[src/rtl/mem_port_arbiter.sv]
// mem_port_arbiter
//   Lets the instruction-fetch stage and the load/store stage share one
//   single-port unified memory. One access is in flight at a time; the data
//   port has strict priority over a simultaneous fetch.
//
// Handshake semantics (both CPU ports):
//   x_req_i is a level held by the stage until x_ack_o pulses for one cycle
//   (or, for fetch only, until if_flush_i abandons it). A request is taken
//   only in IDLE, and never in the cycle its own ack is high, so a held
//   request is not re-issued. On the memory side, mem_req_o is held high with
//   constant addr/we/wdata until mem_rvalid_i is seen for one cycle. That
//   response completes both reads and writes.
//
// Ports:
//   clk_i, rst_i                  clock, async active-high reset
//   if_req_i/if_addr_i/if_flush_i fetch request, address, redirect cancel
//   if_ack_o/if_rdata_o           fetch completion pulse and instruction
//   dm_req_i/dm_we_i/dm_addr_i/dm_wdata_i  load/store request
//   dm_ack_o/dm_rdata_o           load/store completion pulse and load data
//   mem_req_o/mem_we_o/mem_addr_o/mem_wdata_o  memory request (registered)
//   mem_rvalid_i/mem_rdata_i      memory response
//   stall_o                       combinational pipeline stall
//   err_o                         sticky watchdog error
//   dbg_state_o                   current FSM state (debug observation)
module mem_port_arbiter #(
    parameter int ADDR_W  = 32,
    parameter int DATA_W  = 32,
    parameter int TIMEOUT = 255
) (
    input  logic              clk_i,
    input  logic              rst_i,
    input  logic              if_req_i,
    input  logic [ADDR_W-1:0] if_addr_i,
    input  logic              if_flush_i,
    output logic              if_ack_o,
    output logic [DATA_W-1:0] if_rdata_o,
    input  logic              dm_req_i,
    input  logic              dm_we_i,
    input  logic [ADDR_W-1:0] dm_addr_i,
    input  logic [DATA_W-1:0] dm_wdata_i,
    output logic              dm_ack_o,
    output logic [DATA_W-1:0] dm_rdata_o,
    output logic              mem_req_o,
    output logic              mem_we_o,
    output logic [ADDR_W-1:0] mem_addr_o,
    output logic [DATA_W-1:0] mem_wdata_o,
    input  logic              mem_rvalid_i,
    input  logic [DATA_W-1:0] mem_rdata_i,
    output logic              stall_o,
    output logic              err_o,
    output logic [1:0]        dbg_state_o
);

    typedef enum logic [1:0] {
        S_IDLE    = 2'd0,
        S_BUSY_IF = 2'd1,
        S_BUSY_DM = 2'd2
    } state_e;

    localparam logic [7:0] TIMEOUT_C = 8'(TIMEOUT);

    state_e              state_q, state_d;
    logic                mem_req_q, mem_req_d;
    logic                mem_we_q, mem_we_d;
    logic [ADDR_W-1:0]   mem_addr_q, mem_addr_d;
    logic [DATA_W-1:0]   mem_wdata_q, mem_wdata_d;
    logic                if_ack_q, if_ack_d;
    logic                dm_ack_q, dm_ack_d;
    logic [DATA_W-1:0]   if_rdata_q, if_rdata_d;
    logic [DATA_W-1:0]   dm_rdata_q, dm_rdata_d;
    logic                drop_q, drop_d;
    logic [7:0]          cnt_q, cnt_d;
    logic                err_q, err_d;

    logic                dm_elig, if_elig;
    logic [7:0]          cnt_inc;
    logic                dropped;
    logic [DATA_W-1:0]   rdata_sel;

    // The acked port's own request is masked in its ack cycle.
    assign dm_elig = dm_req_i & ~dm_ack_q;
    assign if_elig = if_req_i & ~if_ack_q & ~if_flush_i;
    assign cnt_inc = cnt_q + 8'd1;

    always_comb begin
        state_d     = state_q;
        mem_req_d   = mem_req_q;
        mem_we_d    = mem_we_q;
        mem_addr_d  = mem_addr_q;
        mem_wdata_d = mem_wdata_q;
        if_ack_d    = 1'b0;
        dm_ack_d    = 1'b0;
        if_rdata_d  = if_rdata_q;
        dm_rdata_d  = dm_rdata_q;
        drop_d      = drop_q;
        cnt_d       = cnt_q;
        err_d       = err_q;
        dropped     = 1'b0;
        rdata_sel   = '0;

        case (state_q)
            S_IDLE: begin
                drop_d = 1'b0;
                cnt_d  = 8'd0;
                if (dm_elig) begin
                    state_d     = S_BUSY_DM;
                    mem_req_d   = 1'b1;
                    mem_we_d    = dm_we_i;
                    mem_addr_d  = dm_addr_i;
                    mem_wdata_d = dm_wdata_i;
                end else if (if_elig) begin
                    state_d     = S_BUSY_IF;
                    mem_req_d   = 1'b1;
                    mem_we_d    = 1'b0;
                    mem_addr_d  = if_addr_i;
                    mem_wdata_d = '0;
                end
            end
            S_BUSY_IF, S_BUSY_DM: begin
                cnt_d = cnt_inc;
                // A flush in the completing cycle still suppresses the ack.
                dropped = (state_q == S_BUSY_IF) & (drop_q | if_flush_i);
                if (dropped) begin
                    drop_d = 1'b1;
                end
                // Watchdog fires when this is the TIMEOUT-th busy cycle
                // without a response; a response in that cycle wins.
                if (mem_rvalid_i || (cnt_inc == TIMEOUT_C)) begin
                    rdata_sel = mem_rvalid_i ? mem_rdata_i : '0;
                    err_d     = err_q | ~mem_rvalid_i;
                    state_d   = S_IDLE;
                    mem_req_d = 1'b0;
                    drop_d    = 1'b0;
                    cnt_d     = 8'd0;
                    if (state_q == S_BUSY_DM) begin
                        dm_ack_d = 1'b1;
                        if (!mem_we_q) begin
                            dm_rdata_d = rdata_sel;
                        end
                    end else if (!dropped) begin
                        if_ack_d   = 1'b1;
                        if_rdata_d = rdata_sel;
                    end
                end
            end
            default: begin
                state_d   = S_IDLE;
                mem_req_d = 1'b0;
            end
        endcase
    end

    always_ff @(posedge clk_i or posedge rst_i) begin
        if (rst_i) begin
            state_q     <= S_IDLE;
            mem_req_q   <= 1'b0;
            mem_we_q    <= 1'b0;
            mem_addr_q  <= '0;
            mem_wdata_q <= '0;
            if_ack_q    <= 1'b0;
            dm_ack_q    <= 1'b0;
            if_rdata_q  <= '0;
            dm_rdata_q  <= '0;
            drop_q      <= 1'b0;
            cnt_q       <= 8'd0;
            err_q       <= 1'b0;
        end else begin
            state_q     <= state_d;
            mem_req_q   <= mem_req_d;
            mem_we_q    <= mem_we_d;
            mem_addr_q  <= mem_addr_d;
            mem_wdata_q <= mem_wdata_d;
            if_ack_q    <= if_ack_d;
            dm_ack_q    <= dm_ack_d;
            if_rdata_q  <= if_rdata_d;
            dm_rdata_q  <= dm_rdata_d;
            drop_q      <= drop_d;
            cnt_q       <= cnt_d;
            err_q       <= err_d;
        end
    end

    assign if_ack_o    = if_ack_q;
    assign dm_ack_o    = dm_ack_q;
    assign if_rdata_o  = if_rdata_q;
    assign dm_rdata_o  = dm_rdata_q;
    assign mem_req_o   = mem_req_q;
    assign mem_we_o    = mem_we_q;
    assign mem_addr_o  = mem_addr_q;
    assign mem_wdata_o = mem_wdata_q;
    assign err_o       = err_q;
    assign dbg_state_o = state_q;
    assign stall_o     = (if_req_i & ~if_ack_q & ~if_flush_i) | (dm_req_i & ~dm_ack_q);

endmodule

[config.mk]
export PLATFORM = sky130hd
export DESIGN_NAME = mem_port_arbiter
export DESIGN_NICKNAME = d
export VERILOG_FILES = /design/src/rtl/mem_port_arbiter.sv
export SDC_FILE = /design/constraint.sdc
export NUM_CORES = 1
export LEC_CHECK = 0
export CAP_MARGIN = 20
export CORE_ASPECT_RATIO = 0.8
export CORE_MARGIN = 1.5
export CORE_UTILIZATION = 30
export CTS_BUF_LIST = sky130_fd_sc_hd__clkbuf_8 sky130_fd_sc_hd__clkbuf_16
export DETAILED_ROUTE_END_ITERATION = 8
export MAX_ROUTING_LAYER = met4
export PLACE_DENSITY = 0.58
export SLEW_MARGIN = 0
export SYNTH_ARGS = -nofsm -noshare
export SYNTH_HDL_FRONTEND = slang
export SYNTH_SLANG_ARGS = --single-unit
[constraint.sdc]
create_clock -name clk_i -period 9.08 [get_ports clk_i]
set_input_delay 1.362 -clock clk_i [delete_from_list [all_inputs] [get_ports clk_i]]
set_output_delay 1.362 -clock clk_i [all_outputs]
set_load 0.1 [all_outputs]
==> results of run 1 <==
## cell families after synthesis
family / count (synthesis) / share of synthesized area (%)
fa+ha+maj: 7 / 1.36
mux: 32 / 4.98
simple gates: 150 / 9.99
flops: 144 / 56.1
xor+xnor: 1 / 0.136
compound gates: 228 / 23.4
buf+inv: 55 / 4.07
## final timing paths
| kind | from | to | cells past startpoint |
|---|---|---|---|
| setup / recovery | dm_req_i | stall_o | 5 |
| hold / removal | err_o$_DFFE_PP0P_ | err_o$_DFFE_PP0P_ | 1 |
| setup reg to reg | cnt_q[0]$_DFFE_PP0P_ | if_rdata_o[21]$_DFFE_PP0P_ | 7 |
| hold reg to reg | err_o$_DFFE_PP0P_ | err_o$_DFFE_PP0P_ | 1 |
| max in group asynchronous | rst_i | mem_addr_o[30]$_DFFE_PP0P_ | 3 |
| min in group asynchronous | rst_i | if_rdata_o[10]$_DFFE_PP0P_ | 2 |
## layer usage
| layer | track usage (%) | wire (um) | vias to the layer above |
|---|---|---|---|
| li1 | - | - | 2742 |
| met4 | 4.55 | 170 | 0 |
| met1 | 26.6 | 9650 | 2682 |
| met2 | 26.4 | 8840 | 220 |
| met5 | - | 0 | - |
| met3 | 5.55 | 1570 | 10 |
## cells in the final DEF, fill, tap and decap left out, types with 2 or more instances in the layout
cell,instances
dfrtp_1,144
nor2b_1,2
bufinv_16,5
buf_4,10
mux2i_1,32
a21oi_1,6
nand2b_1,4
o21ai_1,50
o21ai_0,51
clkbuf_16,17
or2_2,4
a22o_1,33
nand4_1,2
nand2_1,111
clkdlybuf4s50_1,270
o31ai_1,2
inv_1,6
clkinvlp_4,2
nor2_1,3
nand3b_1,2
o211ai_1,6
inv_6,3
nand3_1,6
and2_1,2
nor3_1,4
clkinv_2,2
clkinv_4,2
nor4_1,2
nor2_2,2
a21o_1,2
o22a_1,2
a31oi_1,3
ha_1,7
a22oi_1,64
## state kept, by name (all words and copies together), names as in the netlist, 2 cells and up
register and flops:
cnt_q 8, dbg_state_o 2, dm_rdata_o 32, if_rdata_o 32, mem_addr_o 32, mem_wdata_o 32
## layout make-up
class / instances / area [um2] / share of cell area, %
Sequential cell: 144 / 3600 / 36.1
Clock inverter: 15 / 218 / 2.18
Tap cell: 269 / 337 / 3.38
Timing Repair Buffer: 280 / 2780 / 27.9
Clock buffer: 17 / 425 / 4.27
Multi-Input combinational cell: 418 / 2580 / 25.9
Inverter: 6 / 27.5 / 0.276
## stage by stage
stage / cell area (um2) / cells
6_report: 9970 / 1149
5_1_grt: 9970 / 1149
4_1_cts: 9970 / 1149
3_5_place_dp: 9330 / 1117
3_3_place_gp: 9330 / 1117
2_1_floorplan: 6430 / 617
==> key figures, run 1 <==
Timing
  – Hold WS: around 0.46 ns
  – Max Slew Vio Count: 0
  – Final Skew: between 0.01 and 0.015 ns
  – RSZ-0062 raised after global routing: false
  – Worst Slack Setup Final: approximately 3.8 ns
  – Crit path time final: around 5.3 ns
  – Fmax: around 0.19 GHz
  – Rel. slew slack: 29.9%
  – Final Hold Fails: 0
  – Final Cycle Share: between 50 and 60%
  – Count of final setup violators: 0
  – Setup_tns: 0 ns
  – Tightest Pin Transition: ~1.0 ns

Flow run
  – Max-cap viol count: 0

Global route
  – Global-route wire length before repair: between 30,000 and 40,000 um
  – Vias in the first global route: approximately 5,500
  – Largest net degree at the start of global routing: between 90 and 100
  – Global-route usage over all layers: a little under a fifth
  – GRT overflow: 0
  – Initial antenna violation count: 0

Clock tree
  – CTS tree: built
  – Hold bufs inserted after CTS: 0
  – Clock sinks: 144
  – Clock Latency Late Sink: about 0.42 ns
  – H-Tree Depth: 4
  – Root buffer cell: clkbuf_16
  – PostCTS Resize Cnt: 0
  – Number of buffers created by CTS: 17
  – Setup repair bufs after CTS: 0
  – Clock-pin slew on the worst setup and hold paths: ~0.060 ns
  – Max clock buf depth: 2

Status
  – Failing checks: design-rule violations
  – Status: finished with violations

Die
  – Io pins: around 270
  – Cell Rows: 47
  – Initial core utilization: a little under a third
  – Core area: between 20,000 and 25,000 um2
  – Chip Width: 167 um
  – Full die area: approximately 22,000 um2
  – Die Span Y: about 130 um

Setup path
  – Cell mode on critical path: clkdlybuf4s50_1
  – CP endpoint kind: output port
  – Worst Path Arrival: 3.90 ns
  – Critical path cell sequence: clkdlybuf4s50_1 > nor2b_4 > buf_4 > a21o_1 > clkdlybuf4s50_1
  – Reg2Reg Setup Slack: ~6.6 ns
  – CP Buf/Inv Count: 3
  – CP top delay family: buffers and inverters
  – Critical Path RT: 7.72 ns
  – Crit Path Max Fanout: 36
  – Critical Path Source Type: input pin
  – Slowest stage delay, CP: 1.18 ns
  – WS Path Type: in -> out
  – Crit-path slowest cell: clkdlybuf4s50_1

Worst hold path
  – Hold WC Path Type: reg -> reg

Synth
  – Most common cell in the netlist: dfrtp_1
  – Seq cells post-synth: 144
  – YS warnings: 0
  – Async S/R FF share, synth: 100%
  – Post-Syn Nets: roughly 760
  – Area contributors post-synth: dfrtp_1 (56%), a22oi_1 (7.5%), nand2_1 (6.5%), mux2i_1 (5.0%), a22o_1 (4.5%)
  – Synth cell count leaders: dfrtp_1 (144), nand2_1 (112), a22oi_1 (64)
  – Syn Inst Count: 617
  – Synth cell types: 44
  – Share of Yosys cell area claimed by the top area cell type: between 50% and 60%
  – Post-synth top area cell: dfrtp_1
  – Synth Flop Type: dfrtp_1
  – Mapped Area: roughly 6400 um2
  – Seq/Total Area, Yosys: ~56%
  – Post-synth EDFFs: 0
  – Average size of a mapped cell: 10.4 um2

Routing
  – DRC violations left: 15
  – Via Count: roughly 5,700
  – Vias per inst: around 5
  – Final Routed Wirelength: between 20,000 and 25,000 um
  – Initial DRC count: 357
  – TritonRoute pass-1 iters: 9
  – Antenna-violating nets left: 0
  – Wirelength per Cell: 17.6 um

Place
  – Final Wtd Congestion: around 0.77
  – DP HPWL: 13,300 um
  – IO Port Bufs: 270
  – Pre-CTS setup slack: ~3.8 ns

Final layout
  – Share of layout cells above drive strength 1: between 6 and 7%
  – Finished Core Util: 47.8%
  – Area Growth Syn to Fin: 55.1%
  – Total Nets Final: 1,009
  – Layout fillers: 1,896
  – # diodes: 0
Power of run 1 is left out: the tool's default activity adds up to more than one toggle a clock period on the data nets, which glitch-free logic cannot reach.
==> run 2: changes to the inputs <==
==> constraint.sdc (replaced) <==
create_clock -name clk_i -period 4.9 [get_ports clk_i]
set_input_delay 0.735 -clock clk_i [delete_from_list [all_inputs] [get_ports clk_i]]
set_output_delay 0.735 -clock clk_i [all_outputs]
set_load 0.1 [all_outputs]
==> key figures, run 2 (same netlist as run 1, synthesis figures left out) <==
Setup path
  – Worst Path Arrival: 3.17 ns (was 3.90 ns)
  – Critical Path RT: 5.19 ns (was 7.72 ns)
  – CP endpoint kind: register (was output port)
  – WS Path Type: reg -> reg (was in -> out)
  – RR Endpoint: if_rdata_o[29]$_DFFE_PP0P_ (was if_rdata_o[21]$_DFFE_PP0P_)
  – Setup crit end: if_rdata_o[29]$_DFFE_PP0P_ (was stall_o)
  – CP startpoint: cnt_q[0]$_DFFE_PP0P_ (was dm_req_i)
  – Crit Path Max Fanout: 40 (was 36)
  – Critical Path Source Type: register (was input pin)
  – Worst r2r src: cnt_q[0]$_DFFE_PP0P_ (unchanged)
  – Reg2Reg Setup Slack: 2.01 ns (was 6.58 ns)
  – R2r worst-path depth: 7 (unchanged)

Routing
  – Via Count: 5,709 (was 5,654)
  – Initial DRC count: 418 (was 357)
  – Final Routed Wirelength: 20,200 um (about the same)
  – TritonRoute pass-1 iters: 9 (unchanged)
  – DRC violations left: 15 (unchanged)
  – Vias per inst: 4.96 (was 4.92)
  – Wirelength per Cell: 17.5 um (was 17.6 um)
  – Antenna-violating nets left: 0 (unchanged)

Clock tree
  – Number of buffers created by CTS: 17 (unchanged)
  – CTS tree: built (unchanged)
  – H-Tree Depth: 4 (unchanged)
  – Hold bufs inserted after CTS: 0 (unchanged)
  – Clock sinks: 144 (unchanged)
  – Clock-pin slew on the worst setup and hold paths: 0.06 ns (about the same)
  – Max clock buf depth: 2 (unchanged)
  – Setup repair bufs after CTS: 0 (unchanged)
  – PostCTS Resize Cnt: 0 (unchanged)
  – Root buffer cell: clkbuf_16 (unchanged)
  – Clock Latency Late Sink: 0.42 ns (about the same)

Place
  – DP HPWL: 13,800 um (was 13,300 um)
  – Final Wtd Congestion: 0.793 (was 0.766)
  – IO Port Bufs: 270 (unchanged)

Timing
  – Rel. slew slack: 30.0% (was 29.9%)
  – Fmax: 0.347 GHz
  – Setup_tns: 0 ns (unchanged)
  – Tightest Pin Transition: 1.05 ns (about the same)
  – Max Slew Vio Count: 0 (unchanged)
  – Count of final setup violators: 0 (unchanged)
  – Crit path time final: a little under 3 ns
  – Final Cycle Share: ~60%
  – Final Skew: 0.00903 ns (was 0.0115 ns)
  – Final Hold Fails: 0 (unchanged)
  – RSZ-0062 raised after global routing: false (unchanged)

Flow run
  – Max-cap viol count: 0 (unchanged)

Worst hold path
  – HP Start: mem_addr_o[31]$_DFFE_PP0P_ (was err_o$_DFFE_PP0P_)
  – Hold WC Path Type: reg -> reg (unchanged)
  – Hold Path Depth: 2 (was 1)

Global route
  – Global-route wire length before repair: 31,500 um (was 32,000 um)
  – GRT overflow: 0 (unchanged)
  – Vias in the first global route: 5,589 (was 5,527)
  – Largest net degree at the start of global routing: 102 (was 97)
  – Initial antenna violation count: 0 (unchanged)
  – Global-route usage over all layers: 18.8% (was 18.9%)

Die
  – Core area: 20,900 um2 (unchanged)
  – Cell Rows: 47 (unchanged)
  – Chip Width: 167 um (unchanged)
  – Io pins: 271 (unchanged)
  – Full die area: 22,300 um2 (unchanged)
  – Die Span Y: 134 um (unchanged)
  – Initial core utilization: 30.8% (unchanged)

Status
  – Status: finished with violations (unchanged)
  – Failing checks: design-rule violations (unchanged)

Final layout
  – Area Growth Syn to Fin: 54.2% (was 55.1%)
  – Most frequent cells in the layout: clkdlybuf4s50_1 (269), dfrtp_1 (144), nand2_1 (111), a22oi_1 (64), o21ai_0 (51) (was clkdlybuf4s50_1 (270), dfrtp_1 (144), nand2_1 (111), a22oi_1 (64), o21ai_0 (51))
  – Sequential cell area: 3600 um2 (unchanged)
  – Share of layout cells above drive strength 1: 6.92% (was 6.36%)
  – Multi-input logic area: 2580 um2 (unchanged)
  – Total Nets Final: 1,011 (was 1,009)
  – Leading cell type in the layout, fill and taps excluded: clkdlybuf4s50_1 (unchanged)
  – Layout fillers: 1,950 (was 1,896)
  – # diodes: 0 (unchanged)
[run 2: cell count changes in the layout (fill, tap and decap cells not counted), moves of 3 or more]
| cell | change |
|---|---|
| buf_4 | +3 |
| clkbuf_8 | +3 |
| clkinv_2 | +3 |
| bufinv_16 | -4 |
[run 2: worst min path at each step]
stage	to	slack, ns
floorplan	drop_q$_DFFE_PP0P_	0.49
global route	mem_addr_o[30]$_DFFE_PP0P_	0.50
detailed placement	mem_addr_o[13]$_DFFE_PP0P_	0.47
finish	mem_addr_o[31]$_DFFE_PP0P_	0.48
global placement	mem_addr_o[13]$_DFFE_PP0P_	0.46
CTS	mem_addr_o[13]$_DFFE_PP0P_	0.48
[run 2: cell type report]
type	instances	share of cell area (%)
Sequential cell	144	36.4
Timing Repair Buffer	282	28.1
Multi-Input combinational cell	418	26.1
Clock buffer	20	4.71
Tap cell	269	3.40
Clock inverter	12	1.06
Inverter	6	0.278
[run 2: layer usage]
layer,vias to the layer above,track usage (%),part of all wire (%)
li1,2736,-,-
met1,2737,25.9,48
met3,15,5.46,7.8
met5,-,-,0
met2,221,26.5,43
met4,0,5.76,1.2
[run 2: through the flow]
stage                     cells  instance area [um2]  utilization (%)  hold WS [ns]  setup slack [ns]
after floorplan             617                 6430                -         0.486             0.299
after global placement     1119                 9340             44.7         0.462              1.93
after detailed placement   1119                 9340             44.7         0.469              1.87
after CTS                  1151                 9910             47.5         0.483              2.03
after global routing       1151                 9910             47.5         0.500              1.77
final                      1151                 9910             47.5         0.477              2.01
[run 2: worst max-delay path, cell delays in order, from the launching register on]
cell and delay [ns]:
dfrtp_1 0.47, ha_1 0.33, nor2b_1 0.18, nand2b_1 0.09, o22a_1 0.30, nor2_4 0.80
buf_4 0.42, o21ai_0 0.15
Power of run 2 is left out for the same reason.
